==> config.mk <==
export PLATFORM = sky130hd
export DESIGN_NAME = ar_fifo_push_ctrl_flat
export DESIGN_NICKNAME = d
export VERILOG_FILES = /design/src/rtl/ar_fifo_push_ctrl_if.sv /design/src/rtl/ar_fifo_push_ctrl.sv /design/src/flat_wrapper.sv
export SDC_FILE = /design/constraint.sdc
export NUM_CORES = 1
export LEC_CHECK = 0
export BUFFER_PORTS_ARGS = -buffer_cell sky130_fd_sc_hd__buf_2
export CAP_MARGIN = 40
export CORE_ASPECT_RATIO = 0.75
export CORE_MARGIN = 2
export CORE_UTILIZATION = 33
export DETAILED_ROUTE_END_ITERATION = 16
export GPL_ROUTABILITY_DRIVEN = 0
export GPL_TIMING_DRIVEN = 0
export PLACE_DENSITY = 0.53
export SLEW_MARGIN = 20
export SYNTH_ARGS = -nofsm -noshare
export SYNTH_HDL_FRONTEND = slang
export SYNTH_SLANG_ARGS = --single-unit
export TNS_END_PERCENT = 5
==> constraint.sdc <==
create_clock -name wclk -period 4.8 [get_ports wclk]
set_clock_uncertainty 0.05 [all_clocks]
set_input_delay 1.2 -clock wclk [delete_from_list [all_inputs] [get_ports wclk]]
set_output_delay 1.2 -clock wclk [all_outputs]
set_load 0.05 [all_outputs]
==> src/rtl/ar_fifo_push_ctrl_if.sv <==
// AR-channel handshake and AR async-FIFO write port bundle.
// slave is the push controller side, master is the interconnect/FIFO side.
interface ar_fifo_push_ctrl_if;
    logic [7:0]  ARID_S;
    logic [31:0] ARADDR_S;
    logic [3:0]  ARLEN_S;
    logic [2:0]  ARSIZE_S;
    logic [1:0]  ARBURST_S;
    logic        ARVALID_S;
    logic        ARREADY_S;
    logic        fifo_wpush;
    logic [48:0] fifo_wdata;
    logic        fifo_wfull;

    modport slave (
        input  ARID_S, ARADDR_S, ARLEN_S, ARSIZE_S, ARBURST_S, ARVALID_S, fifo_wfull,
        output ARREADY_S, fifo_wpush, fifo_wdata
    );

    modport master (
        output ARID_S, ARADDR_S, ARLEN_S, ARSIZE_S, ARBURST_S, ARVALID_S, fifo_wfull,
        input  ARREADY_S, fifo_wpush, fifo_wdata
    );
endinterface

==> src/rtl/ar_fifo_push_ctrl.sv <==
// AR write-side front end: 2-entry skid buffer feeding the AR async FIFO,
// with an outstanding-read cap retired by the R-path done pulse.
module ar_fifo_push_ctrl #(
    parameter int MAX_OUTST = 4,
    parameter int CNT_W     = 3
) (
    input  logic                 wclk,
    input  logic                 wrst,
    ar_fifo_push_ctrl_if.slave   ar,
    input  logic                 r_done,
    output logic [CNT_W-1:0]     outst_cnt,
    output logic                 underflow
);

    generate
        if (MAX_OUTST < 1 || MAX_OUTST > 7 || (1 << CNT_W) <= MAX_OUTST) begin : g_bad_param
            $error("ar_fifo_push_ctrl: MAX_OUTST must be 1..7 and fit below 2**CNT_W");
        end
    endgenerate

    typedef struct packed {
        logic [7:0]  id;
        logic [31:0] addr;
        logic [3:0]  len;
        logic [2:0]  size;
        logic [1:0]  burst;
    } ar_req_t;

    typedef enum logic [1:0] {
        BUF_EMPTY = 2'd0,
        BUF_ONE   = 2'd1,
        BUF_TWO   = 2'd2
    } buf_st_t;

    buf_st_t st, st_nxt;
    ar_req_t mem [2];
    ar_req_t req_in;
    logic    head, tail;
    logic    buf_nempty, buf_full;
    logic    hs, push, ar_ready;

    assign req_in = '{id: ar.ARID_S, addr: ar.ARADDR_S, len: ar.ARLEN_S,
                      size: ar.ARSIZE_S, burst: ar.ARBURST_S};

    // Ready depends only on registered occupancy/count (and reset), never on ARVALID_S or fifo_wfull.
    assign ar_ready = ~wrst & ~buf_full & (outst_cnt < CNT_W'(MAX_OUTST));
    assign hs       = ar.ARVALID_S & ar_ready;
    assign push     = buf_nempty & ~ar.fifo_wfull;

    assign ar.ARREADY_S  = ar_ready;
    assign ar.fifo_wpush = push;
    assign ar.fifo_wdata = buf_nempty ? mem[head] : '0;

    always_ff @(posedge wclk) begin
        if (wrst) begin
            st   <= BUF_EMPTY;
            head <= 1'b0;
            tail <= 1'b0;
        end else begin
            st <= st_nxt;
            if (hs)   tail <= ~tail;
            if (push) head <= ~head;
        end
    end

    always_ff @(posedge wclk) begin
        if (hs) mem[tail] <= req_in;
    end

    always_comb begin
        st_nxt     = st;
        buf_nempty = 1'b0;
        buf_full   = 1'b0;
        case (st)
            BUF_EMPTY: begin
                if (hs) st_nxt = BUF_ONE;
            end
            BUF_ONE: begin
                buf_nempty = 1'b1;
                if (hs && !push)      st_nxt = BUF_TWO;
                else if (!hs && push) st_nxt = BUF_EMPTY;
            end
            BUF_TWO: begin
                buf_nempty = 1'b1;
                buf_full   = 1'b1;
                if (push) st_nxt = BUF_ONE;
            end
            default: st_nxt = BUF_EMPTY;
        endcase
    end

    // Handshake and retire in one cycle cancel; a stray retire at zero latches the error.
    always_ff @(posedge wclk) begin
        if (wrst) begin
            outst_cnt <= '0;
            underflow <= 1'b0;
        end else begin
            case ({hs, r_done})
                2'b10: outst_cnt <= outst_cnt + CNT_W'(1);
                2'b01: begin
                    if (outst_cnt == '0) underflow <= 1'b1;
                    else                 outst_cnt <= outst_cnt - CNT_W'(1);
                end
                default: ;
            endcase
        end
    end

endmodule

==> src/flat_wrapper.sv <==
// flat-port wrapper written by rule: the top's interface ports become plain ports
module ar_fifo_push_ctrl_flat 
#(
    parameter int MAX_OUTST = 4,
    parameter int CNT_W     = 3
)
  (wclk, wrst, r_done, outst_cnt, underflow, ar_ARID_S, ar_ARADDR_S, ar_ARLEN_S, ar_ARSIZE_S, ar_ARBURST_S, ar_ARVALID_S, ar_fifo_wfull, ar_ARREADY_S, ar_fifo_wpush, ar_fifo_wdata);
  ar_fifo_push_ctrl_if ar_i ();
  input  logic wclk;
  input  logic wrst;
  input  logic r_done;
  output logic [CNT_W-1:0] outst_cnt;
  output logic underflow;
  input wire logic [$bits(ar_i.ARID_S)-1:0] ar_ARID_S;
  input wire logic [$bits(ar_i.ARADDR_S)-1:0] ar_ARADDR_S;
  input wire logic [$bits(ar_i.ARLEN_S)-1:0] ar_ARLEN_S;
  input wire logic [$bits(ar_i.ARSIZE_S)-1:0] ar_ARSIZE_S;
  input wire logic [$bits(ar_i.ARBURST_S)-1:0] ar_ARBURST_S;
  input wire logic [$bits(ar_i.ARVALID_S)-1:0] ar_ARVALID_S;
  input wire logic [$bits(ar_i.fifo_wfull)-1:0] ar_fifo_wfull;
  output wire logic [$bits(ar_i.ARREADY_S)-1:0] ar_ARREADY_S;
  output wire logic [$bits(ar_i.fifo_wpush)-1:0] ar_fifo_wpush;
  output wire logic [$bits(ar_i.fifo_wdata)-1:0] ar_fifo_wdata;
  assign ar_i.ARID_S = ar_ARID_S;
  assign ar_i.ARADDR_S = ar_ARADDR_S;
  assign ar_i.ARLEN_S = ar_ARLEN_S;
  assign ar_i.ARSIZE_S = ar_ARSIZE_S;
  assign ar_i.ARBURST_S = ar_ARBURST_S;
  assign ar_i.ARVALID_S = ar_ARVALID_S;
  assign ar_i.fifo_wfull = ar_fifo_wfull;
  assign ar_ARREADY_S = ar_i.ARREADY_S;
  assign ar_fifo_wpush = ar_i.fifo_wpush;
  assign ar_fifo_wdata = ar_i.fifo_wdata;
  ar_fifo_push_ctrl #(.MAX_OUTST(MAX_OUTST), .CNT_W(CNT_W)) u_core (.wclk(wclk), .wrst(wrst), .ar(ar_i), .r_done(r_done), .outst_cnt(outst_cnt), .underflow(underflow));
endmodule
==> impl_metrics.csv, run 1 <==
group,metric,value,unit
clock_tree,clock_tree.buffer_depth,2,
clock_tree,clock_latency,340,ps
setup_path,critical_path_arrival,2480,ps
route,drt.antenna.violating_nets,0,
synthesis,postSynthRegisterBits,107,
clock_tree,cts.root.buffer_cell,"sky130_fd_sc_hd__clkbuf_16",
run,cap_violations,0,
setup_path,cp_max_fo,10,
placement,post-place-ws,1372,ps
sta,setup_viol,0,
setup_path,worstSetupStartpointType,"flop",
route,wl_met1,3746,um
route,wl_met2,4001,um
route,wl_per_cell,14.93,um
synthesis,yosysWarningCount,0,
die,initial_core_util,0.3373,
global_routing,globalRouteOverflowTotal,0,
hold_path,hp-start,"u_core.underflow",
die,floorplan.io_pins,109,
setup_path,ff2ff_path_depth,11,
route,detailroute.via_count,2524,
route,drt_first_pass_iters,4,
setup_path,worst_ep_required,3550,ps
layout,fill_cell_count,1216,
global_routing,grt_pass1_vias,2663,
route,drt-total-wl,8542,um
die,die_area,0.01416,mm^2
setup_path,crit-reg2reg-capture,"u_core.outst_cnt[2]",
clock_tree,clkSlewWorstSetupHoldPaths,70,ps
clock_tree,postCtsResizedCells,0,
placement,count_of_input_and_output_buffers,107,
layout,number_of_antenna_diodes,0,
setup_path,worstSetupEndpointType,"output pin",
route,via_cell_ratio,4.413,
setup_path,setup.reg_to_reg.worst_slack,2270,ps
global_routing,wire_length_of_the_first_global_routing_pass,13500,um
die,core_area,0.01293,mm^2
route,wl_met3,759,um
setup_path,critPathKind,"flop to output pin",
pwr,maximum_vdd_drop,0.0002683,V
synthesis,mappedNetlistArea,0.004360,mm^2
sta,final.min_clock_period,3726,ps
die,die_x_extent,136.7,um
clock_tree,postCtsSetupBuffers,0,
sta,post-route-worst-setup-slack,1074,ps
clock_tree,cts_inserted_buffers,9,
synthesis,yosys.cell_types.count,33,
synthesis,synth_cells,275,
synthesis,yosys-top-cells-area,"sky130_fd_sc_hd__edfxtp_1, sky130_fd_sc_hd__mux2i_1, sky130_fd_sc_hd__nor2b_1, sky130_fd_sc_hd__dfxtp_1, sky130_fd_sc_hd__ha_1",
hold_path,whs_path_depth,2,
synthesis,synth_area_per_cell,15.86,um^2
sta,worst_slew_pin_slew,760.8,ps
pwr,static-leakage-power,2.043,nW
pwr,total_power,0.003579,W
die,placementRows,36,
sta,finalHoldViolCount,0,
global_routing,groute.usage.overall,0.1252,
clock_tree,clock_sink_count,107,
clock_tree,cts_htree_levels,3,
global_routing,antenna_found_initial,1,
route,top_layer_used,"met4",
pwr,power.density,656.7,mW/mm^2
layout,flow.area_growth_from_synthesis,24.99,%
layout,num-nets-final,455,
hold_path,hold_path_class,"flop to flop",
sta,slew-limit-headroom,0.4928,
sta,post-route-period-util,0.7763,
route,detailedRoute.firstIterationViolations,74,
synthesis,synth_top_cell_area_share,0.6749,
synthesis,seq_area_frac_synth,0.7162,
sta,final-max-slew-violation-count,0,
clock_tree,tritoncts,"built",
sta,max_clock_freq,268.4,MHz
sta,grt_setup_unrepaired,"false",
layout,final_core_util,0.4216,
outcome,run_status,"completed",
clock_tree,hold_buffers,0,
setup_path,crit-reg2reg-launch,"u_core.st[0]",
route,drc,0,
placement,dp_hpwl,5749,um
synthesis,netlist.top_cell.by_area,"sky130_fd_sc_hd__edfxtp_1",
die,dieHeight,103.6,um
sta,final.hold.worst_slack,432.8,ps
hold_path,hold_path_end,"u_core.underflow",
synthesis,synth.net_count,334,
global_routing,grt_max_degree,50,
layout,layout-drive-gt1-share,0.3392,
[flip-flops by register name (all words and copies together) (netlist names), named ones only]
name	count
u_core.mem	98
u_core.head	1
u_core.underflow	1
u_core.tail	1
u_core.outst_cnt	3
u_core.st	2
[area by class of cell]
type                       count  area, um^2  area share
sequential                   107        3123      0.5730
multi-input combinational    150        1171      0.2149
timing repair buffer         110       588.1      0.1079
clock buffer                   9       225.2     0.04132
tap                          171       214.0     0.03926
buffer                        14       61.31     0.01125
clock inverter                 7       52.55    0.009642
inverter                       4       15.01    0.002755
[placed cells by master, fill, tap and decap left out, types with 2 or more instances in the layout]
| cell type | count |
|---|---|
| sky130_fd_sc_hd__and2_4 | 2 |
| sky130_fd_sc_hd__nor3_1 | 3 |
| sky130_fd_sc_hd__clkbuf_1 | 9 |
| sky130_fd_sc_hd__xnor2_1 | 4 |
| sky130_fd_sc_hd__ha_1 | 5 |
| sky130_fd_sc_hd__mux2i_1 | 49 |
| sky130_fd_sc_hd__clkinv_2 | 2 |
| sky130_fd_sc_hd__clkinv_4 | 3 |
| sky130_fd_sc_hd__buf_2 | 109 |
| sky130_fd_sc_hd__buf_1 | 3 |
| sky130_fd_sc_hd__nand2_1 | 2 |
| sky130_fd_sc_hd__o21ai_0 | 5 |
| sky130_fd_sc_hd__edfxtp_1 | 98 |
| sky130_fd_sc_hd__nor2_1 | 11 |
| sky130_fd_sc_hd__nor2b_1 | 50 |
| sky130_fd_sc_hd__dfxtp_1 | 9 |
| sky130_fd_sc_hd__inv_1 | 4 |
| sky130_fd_sc_hd__clkbuf_16 | 9 |
| sky130_fd_sc_hd__a31oi_1 | 2 |
[worst max path at each step]
stage | startpoint | to | slack, ps | cells past startpoint
5_1_grt | u_core.st[0] | ar_fifo_wdata[15] | 780 | 6
2_1_floorplan | wrst | u_core.mem[0][0] | 390 | 3
3_3_place_gp | wrst | u_core.mem[0][46] | -1120 | 4
6_report | u_core.st[0] | ar_fifo_wdata[16] | 1070 | 6
4_1_cts | u_core.st[0] | ar_fifo_wdata[19] | 970 | 6
3_5_place_dp | u_core.st[0] | ar_fifo_wdata[19] | 1370 | 6
[cell families (layout without fill, tap and decap cells)]
logic type,Yosys count,after routing,synth area share
compound gates,15,15,0.02439
xor+xnor,4,4,0.008034
fa+ha+maj,5,5,0.01435
buf+inv,18,144,0.01750
flops,107,107,0.7162
mux,50,50,0.1159
simple gates,76,76,0.1036
[cell usage after synthesis]
cell type	count
sky130_fd_sc_hd__nor2b_1	50
sky130_fd_sc_hd__buf_1	3
sky130_fd_sc_hd__xnor2_1	4
sky130_fd_sc_hd__nand3b_1	1
sky130_fd_sc_hd__nor2_1	12
sky130_fd_sc_hd__a311oi_1	1
sky130_fd_sc_hd__clkbuf_1	9
sky130_fd_sc_hd__a41o_2	1
sky130_fd_sc_hd__o2bb2ai_1	1
sky130_fd_sc_hd__mux2i_1	49
sky130_fd_sc_hd__o21ai_0	5
sky130_fd_sc_hd__o31ai_1	1
sky130_fd_sc_hd__inv_1	4
sky130_fd_sc_hd__or4b_4	1
sky130_fd_sc_hd__buf_6	1
sky130_fd_sc_hd__nor3_1	3
sky130_fd_sc_hd__o211ai_1	1
sky130_fd_sc_hd__buf_2	1
sky130_fd_sc_hd__and3_2	1
sky130_fd_sc_hd__and2_4	1
sky130_fd_sc_hd__a221oi_1	1
sky130_fd_sc_hd__a31oi_1	2
sky130_fd_sc_hd__edfxtp_1	98
sky130_fd_sc_hd__or3_1	1
sky130_fd_sc_hd__and2_1	2
sky130_fd_sc_hd__a21oi_1	1
sky130_fd_sc_hd__dfxtp_1	9
sky130_fd_sc_hd__nand2_1	2
sky130_fd_sc_hd__o311a_2	1
sky130_fd_sc_hd__ha_1	5
sky130_fd_sc_hd__mux2_4	1
sky130_fd_sc_hd__nand2b_1	1
sky130_fd_sc_hd__nor4b_1	1
[per-stage QoR]
step	instance area (um^2)	instances	setup TNS, ps
2_1_floorplan	4360	275	0
3_3_place_gp	5110	553	-54940
3_5_place_dp	5172	556	0
4_1_cts	5450	572	0
5_1_grt	5450	572	0
6_report	5450	572	0
[metal layers]
metal	vias up	global-route usage
li1	1249	-
met1	1184	0.1562
met2	87	0.1996
met3	4	0.05384
met4	0	0.03125
met5	-	0
[power by group]
group / total, W / internal [W] / switching (W) / leakage [nW]
clock: 0.000674 / 0.000354 / 0.000320 / 0.136
combinational: 0.00177 / 0.000501 / 0.00127 / 0.937
sequential: 0.00113 / 0.00111 / 0.0000281 / 0.971
total: 0.00358 / 0.00196 / 0.00162 / 2.04
[critical path, stage by stage, from the launching register on]
cell,delay (ps)
sky130_fd_sc_hd__dfxtp_1,370
sky130_fd_sc_hd__inv_1,90
sky130_fd_sc_hd__ha_1,450
sky130_fd_sc_hd__clkbuf_1,390
sky130_fd_sc_hd__clkbuf_1,350
sky130_fd_sc_hd__nor2b_1,190
sky130_fd_sc_hd__buf_2,280
Power figures use the tool's default switching activity.
==> run 2, diff against run 1 <==
- ABC_AREA: unset -> 1
- PLACE_DENSITY: 0.53 -> 0.55
- clock period: 4.8 -> 3.1 ns (I/O delays scaled with it)
==> run 2 against run 1 <==
Against the previous run: sequential cell count is the same; die area shrank 3.2%; power grew 37%; via count grew 15%; clock power grew 69%; non-clock buffer count grew 3; synthesized cell count grew 25%; sequential share of layout area grew 0.71 points; final cell count grew 12%; register-to-register slack lost 1400 ps; wire length grew 8.3%; critical endpoint is now ar_fifo_wdata[47]; largest cell class unchanged; highest routed layer unchanged.
==> impl_metrics.csv, run 2 <==
group,metric,value,unit
layout,number_of_antenna_diodes,0,
die,die_x_extent,134.5,um
layout,final_common_cell,"sky130_fd_sc_hd__buf_2",
layout,num-nets-final,526,
synthesis,postSynth.asyncResetShare,0,
synthesis,synth-edff-count,98,
clock_tree,cts_inserted_buffers,9,
die,placementRows,35,
sta,max_clock_freq,338.0,MHz
route,detailroute.via_count,2894,
synthesis,synth.net_count,404,
setup_path,crit-reg2reg-capture,"u_core.mem[0][9]",
sta,finalHoldViolCount,0,
setup_path,setup.worst_path.end,"ar_fifo_wdata[47]",
sta,worst_slew_pin_slew,451.1,ps
outcome,run_status,"completed",
route,drc,0,
synthesis,most_used_standard_cells_in_the_synthesized_netlist,"sky130_fd_sc_hd__nor2_1, sky130_fd_sc_hd__edfxtp_1, sky130_fd_sc_hd__o21ai_0",
setup_path,worst_ep_required,2270,ps
setup_path,critical_path_arrival,2130,ps
clock_tree,postCtsResizedCells,5,
synthesis,synth_cells,345,
setup_path,worstSetupEndpointType,"output pin",
route,wl_met2,4456,um
setup_path,ff2ff_path_depth,8,
route,wl_met1,4224,um
clock_tree,clock_latency,340,ps
sta,final-max-slew-violation-count,0,
sta,slew-limit-headroom,0.6993,
layout,commonest_cells_after_routing_fill_and_taps_aside,"sky130_fd_sc_hd__buf_2, sky130_fd_sc_hd__nor2_1, sky130_fd_sc_hd__edfxtp_1",
placement,dp.cells,623,
global_routing,grt_max_degree,24,
setup_path,longest_individual_stage_delay_on_the_worst_path,400,ps
route,drt-total-wl,9248,um
synthesis,seq_area_frac_synth,0.7407,
route,wl_per_cell,14.50,um
layout,final_core_util,0.4344,
setup_path,slowest_stage,"sky130_fd_sc_hd__ha_2",
synthesis,netlist.top_cell.by_area,"sky130_fd_sc_hd__edfxtp_1",
global_routing,antenna_found_initial,0,
sta,final.min_clock_period,2958,ps
pwr,maximum_vdd_drop,0.0003605,V
die,core_area,0.01239,mm^2
synthesis,mappedNetlistArea,0.004217,mm^2
synthesis,yosys.cell_types.count,24,
clock_tree,hold_buffers,0,
layout,layout-drive-gt1-share,0.3136,
die,initial_core_util,0.3402,
synthesis,postSynthRegisterBits,107,
route,top_layer_used,"met4",
global_routing,grt_pass1_vias,2907,
layout,reg.largest.list,"u_core.mem (98), u_core.outst_cnt (3), u_core.st (2)",
setup_path,setup.reg_to_reg.worst_slack,920,ps
clock_tree,tritoncts,"built",
route,drt_first_pass_iters,4,
setup_path,worstSetupStartpointType,"flop",
global_routing,wire_length_of_the_first_global_routing_pass,14400,um
setup_path,critPathLaunch,"u_core.st[1]",
setup_path,critPathKind,"flop to output pin",
route,drt.antenna.violating_nets,0,
layout,flow.area_growth_from_synthesis,27.69,%
synthesis,yosysWarningCount,0,
sta,grt_setup_unrepaired,"true",
setup_path,worst_path_buffer_plus_inverter_count,3,
clock_tree,cts.root.buffer_cell,"sky130_fd_sc_hd__clkbuf_16",
synthesis,synth_area_per_cell,12.22,um^2
run,cap_violations,0,
placement,dp_hpwl,6412,um
clock_tree,cts_htree_levels,3,
synthesis,ys.flop_type,"sky130_fd_sc_hd__edfxtp_1",
clock_tree,clock_sink_count,107,
global_routing,globalRouteOverflowTotal,0,
setup_path,critical_path.top_delay_family,"buffers and inverters",
setup_path,logic_depth_of_the_worst_path_buffers_included,6,
clock_tree,clock_tree.buffer_depth,2,
pwr,power.density,912.6,mW/mm^2
clock_tree,postCtsSetupBuffers,0,
route,via_cell_ratio,4.536,
setup_path,crit-reg2reg-launch,"u_core.st[0]",
clock_tree,clkSlewWorstSetupHoldPaths,70,ps
synthesis,yosys-top-cells-area,"sky130_fd_sc_hd__edfxtp_1, sky130_fd_sc_hd__nor2_1, sky130_fd_sc_hd__o21ai_0, sky130_fd_sc_hd__dfxtp_1, sky130_fd_sc_hd__nand2_1",
layout,layoutNonFillerInstCount,638,
die,die_area,0.01371,mm^2
placement,count_of_input_and_output_buffers,108,
sta,post-route-period-util,0.9543,
synthesis,synth.most_common_cell,"sky130_fd_sc_hd__nor2_1",
die,dieHeight,101.9,um
layout,fill_cell_count,1184,
setup_path,crit_path_cell_trace,"inv_1, ha_2, buf_1, o21ai_0, nor2_1, buf_2",
setup_path,cp_max_fo,10,
layout,final_area,0.005384,mm^2
sta,finalSetupTns,0,ps
global_routing,groute.usage.overall,0.1381,
pwr,static-leakage-power,2.225,nW
die,floorplan.io_pins,109,
placement,post_dp_cell_area,0.005067,mm^2
layout,largest_reg_flops,98,
route,detailedRoute.firstIterationViolations,187,
route,wl_met3,460,um
layout,max_flop_register,"u_core.mem",
sta,setup_viol,0,
synthesis,synth_top_cell_area_share,0.6979,
hold_path,hold_path_class,"flop to flop",
run 2: changes by cell type after synthesis, sizes merged, moves of 9 or more:
cell	delta
mux2i	-49
nand2	+17
inv	+12
nand3	+9
nor2	+99
nor2b	-50
o21ai	+48
run 2: cell type report:
type                    count  area, um^2  share of cell area
plain buffers              15       76.32             0.01418
clock buffers               9       225.2             0.04183
clock inverters             7       77.57             0.01441
inverters                  16       60.06             0.01116
multi-input cells         206       975.9              0.1813
flip-flops and latches    107        3123              0.5801
well taps                 166       207.7             0.03858
repair buffers            112       638.1              0.1185
run 2: cells by family after synthesis:
group                      share of synthesized area
DFF                                           0.7407
adders and majority gates                    0.01484
AOI/OAI and AO/OA                            0.07359
and+or+nand+nor                               0.1368
buffers and inverters                        0.03205
xor gates and xnor gates                    0.002078
run 2: worst min-delay path by stage:
stage / cells after the start / to / startpoint / slack [ps]
6_report: 1 / u_core.underflow / u_core.underflow / 410
5_1_grt: 1 / u_core.underflow / u_core.underflow / 460
4_1_cts: 1 / u_core.underflow / u_core.underflow / 410
3_5_place_dp: 1 / u_core.underflow / u_core.underflow / 400
3_3_place_gp: 1 / u_core.underflow / u_core.underflow / 390
2_1_floorplan: 2 / u_core.tail / u_core.tail / 410
run 2: stage by stage:
stage | hold slack, ps | setup slack [ps] | total power [W]
final | 411.1 | 141.8 | 0.004913
after global routing | 464.1 | -55.10 | 0.005172
after CTS | 413.5 | 0.7319 | 0.004977
after detailed placement | 397.4 | 67.09 | 0.003820
after global placement | 392.5 | -2305 | 0.003779
after floorplan | 409.0 | -578.4 | 0.003263
run 2: report_power, final:
part,switching [W],leakage (nW),internal (W),total (W)
clock,0.000505,0.140,0.000631,0.00114
combinational,0.00159,1.11,0.000456,0.00205
sequential,0.0000461,0.971,0.00169,0.00173
run 2: layer usage:
layer,track usage,up-vias
met5,0,-
met4,0.04696,0
met3,0.03472,8
met2,0.2335,74
met1,0.1759,1377
li1,-,1435
==> run 3, diff against run 2 <==
- PLACE_DENSITY: 0.55 -> 0.6
- clock period: 3.1 -> 3.4 ns (I/O delays scaled with it)
==> run 3 against run 2 <==
Against the previous run: wire length increased by 0.18%; non-clock buffer count rose by 1; worst hold slack improved by 2.2 ps; design area decreased by 0.49%; critical path depth increased by 1; sequential share of layout area increased by 0.28 points; clock power down 9.6%; sequential power decreased by 9%; count of clock-buffer cells in the layout is 2 higher.
==> impl_metrics.csv, run 3 (same netlist as run 2, synthesis figures left out) <==
group,metric,value,unit
die,floorplan.io_pins,109,
die,die_x_extent,134.5,um
setup_path,cp_max_fo,10,
global_routing,grt_max_degree,25,
die,dieHeight,101.9,um
layout,max_flop_register,"u_core.mem",
route,drt-total-wl,9265,um
sta,grt_setup_unrepaired,"false",
sta,post-route-period-util,0.9380,
route,detailroute.via_count,2912,
route,drt_first_pass_iters,4,
hold_path,hold_path_class,"flop to flop",
die,core_area,0.01239,mm^2
placement,dp.cells,623,
placement,dp_hpwl,6368,um
pwr,power.density,830.2,mW/mm^2
route,detailedRoute.firstIterationViolations,153,
sta,max_clock_freq,313.6,MHz
setup_path,worstSetupEndpointType,"output pin",
die,die_area,0.01371,mm^2
clock_tree,tritoncts,"built",
global_routing,grt_pass1_vias,2830,
sta,post-route-worst-setup-slack,210.9,ps
sta,worst_slew_pin_slew,454.1,ps
route,wl_met2,4350,um
route,drt.antenna.violating_nets,0,
sta,finalSetupTns,0,ps
global_routing,groute.usage.overall,0.1375,
clock_tree,postCtsResizedCells,2,
sta,setup_viol,0,
layout,layoutNonFillerInstCount,639,
outcome,run_status,"completed",
layout,number_of_antenna_diodes,0,
layout,layout-drive-gt1-share,0.3066,
route,wl_met3,547,um
die,initial_core_util,0.3402,
layout,fill_cell_count,1174,
global_routing,globalRouteOverflowTotal,0,
global_routing,wire_length_of_the_first_global_routing_pass,14350,um
clock_tree,clock_tree.buffer_depth,2,
sta,final.min_clock_period,3189,ps
clock_tree,clock_sink_count,107,
setup_path,worst_ep_required,2500,ps
route,drc,0,
clock_tree,clkSlewWorstSetupHoldPaths,70,ps
setup_path,critPathKind,"flop to output pin",
setup_path,critical_path_arrival,2290,ps
clock_tree,cts_inserted_buffers,9,
layout,seqCellArea,0.003123,mm^2
setup_path,worstSetupStartpointType,"flop",
clock_tree,hold_buffers,0,
layout,commonest_cells_after_routing_fill_and_taps_aside,"sky130_fd_sc_hd__buf_2, sky130_fd_sc_hd__nor2_1, sky130_fd_sc_hd__edfxtp_1",
pwr,maximum_vdd_drop,0.0003555,V
global_routing,antenna_found_initial,0,
clock_tree,clock_latency,340,ps
run,cap_violations,0,
placement,count_of_input_and_output_buffers,108,
clock_tree,cts.root.buffer_cell,"sky130_fd_sc_hd__clkbuf_16",
route,wl_per_cell,14.50,um
layout,final_common_cell,"sky130_fd_sc_hd__buf_2",
pwr,static-leakage-power,2.226,nW
layout,flow.area_growth_from_synthesis,27.06,%
clock_tree,cts_htree_levels,3,
route,top_layer_used,"met4",
layout,footprint_of_the_multi_input_gates,973.4,um^2
layout,reg.largest.list,"u_core.mem (98), u_core.outst_cnt (3), u_core.st (2)",
sta,finalHoldViolCount,0,
placement,post-place-ws,205.2,ps
layout,largest_reg_flops,98,
route,wl_met1,4242,um
sta,final-max-slew-violation-count,0,
layout,num-nets-final,527,
route,via_cell_ratio,4.557,
clock_tree,postCtsSetupBuffers,0,
sta,slew-limit-headroom,0.6972,
die,placementRows,35,
[run 3: metrics by stage]
step / hold WS, ps / power [W] / utilization / area (um^2)
2_1_floorplan: 409.0 / 0.002975 / - / 4217
3_3_place_gp: 395.4 / 0.003443 / 0.4006 / 4965
3_5_place_dp: 402.0 / 0.003476 / 0.4083 / 5060
4_1_cts: 417.8 / 0.004509 / 0.4323 / 5358
5_1_grt: 444.9 / 0.004703 / 0.4323 / 5358
6_report: 413.4 / 0.004448 / 0.4323 / 5358
[run 3: power breakdown]
group	leakage [nW]	switching, W	internal (W)
registers	0.971	0.0000421	0.00154
logic	1.11	0.00144	0.000399
clock network	0.142	0.000449	0.000577
[run 3: final timing paths]
path / cells past startpoint / startpoint / end / slack [ps]
hold reg to reg: 1 / u_core.underflow / u_core.underflow / 410
setup reg to reg: 7 / u_core.st[0] / u_core.mem[1][35] / 1440
setup / recovery: 7 / u_core.st[0] / ar_fifo_wdata[19] / 210
hold / removal: 1 / u_core.underflow / u_core.underflow / 410
[run 3: layout make-up]
cell class,instances,share of cell area
sequential,107,0.5829
multi-input combinational,206,0.1817
timing repair buffer,112,0.1158
clock buffer,11,0.04344
tap,166,0.03877
buffer,16,0.01448
clock inverter,5,0.01168
inverter,16,0.01121
[run 3: critical path, cell delays in order, from the launching register on]
cell                       delay [ps]
sky130_fd_sc_hd__dfxtp_1          400
sky130_fd_sc_hd__inv_1             90
sky130_fd_sc_hd__ha_1             410
sky130_fd_sc_hd__clkbuf_2         270
sky130_fd_sc_hd__clkbuf_2         250
sky130_fd_sc_hd__o21ai_0          110
sky130_fd_sc_hd__nor2_1           140
sky130_fd_sc_hd__buf_2            280
[run 3: routing by layer]
metal,GRT usage,vias to the layer above
met2,0.2284,83
met1,0.1774,1383
li1,-,1435
met5,0,-
met3,0.03720,11
met4,0.04534,0
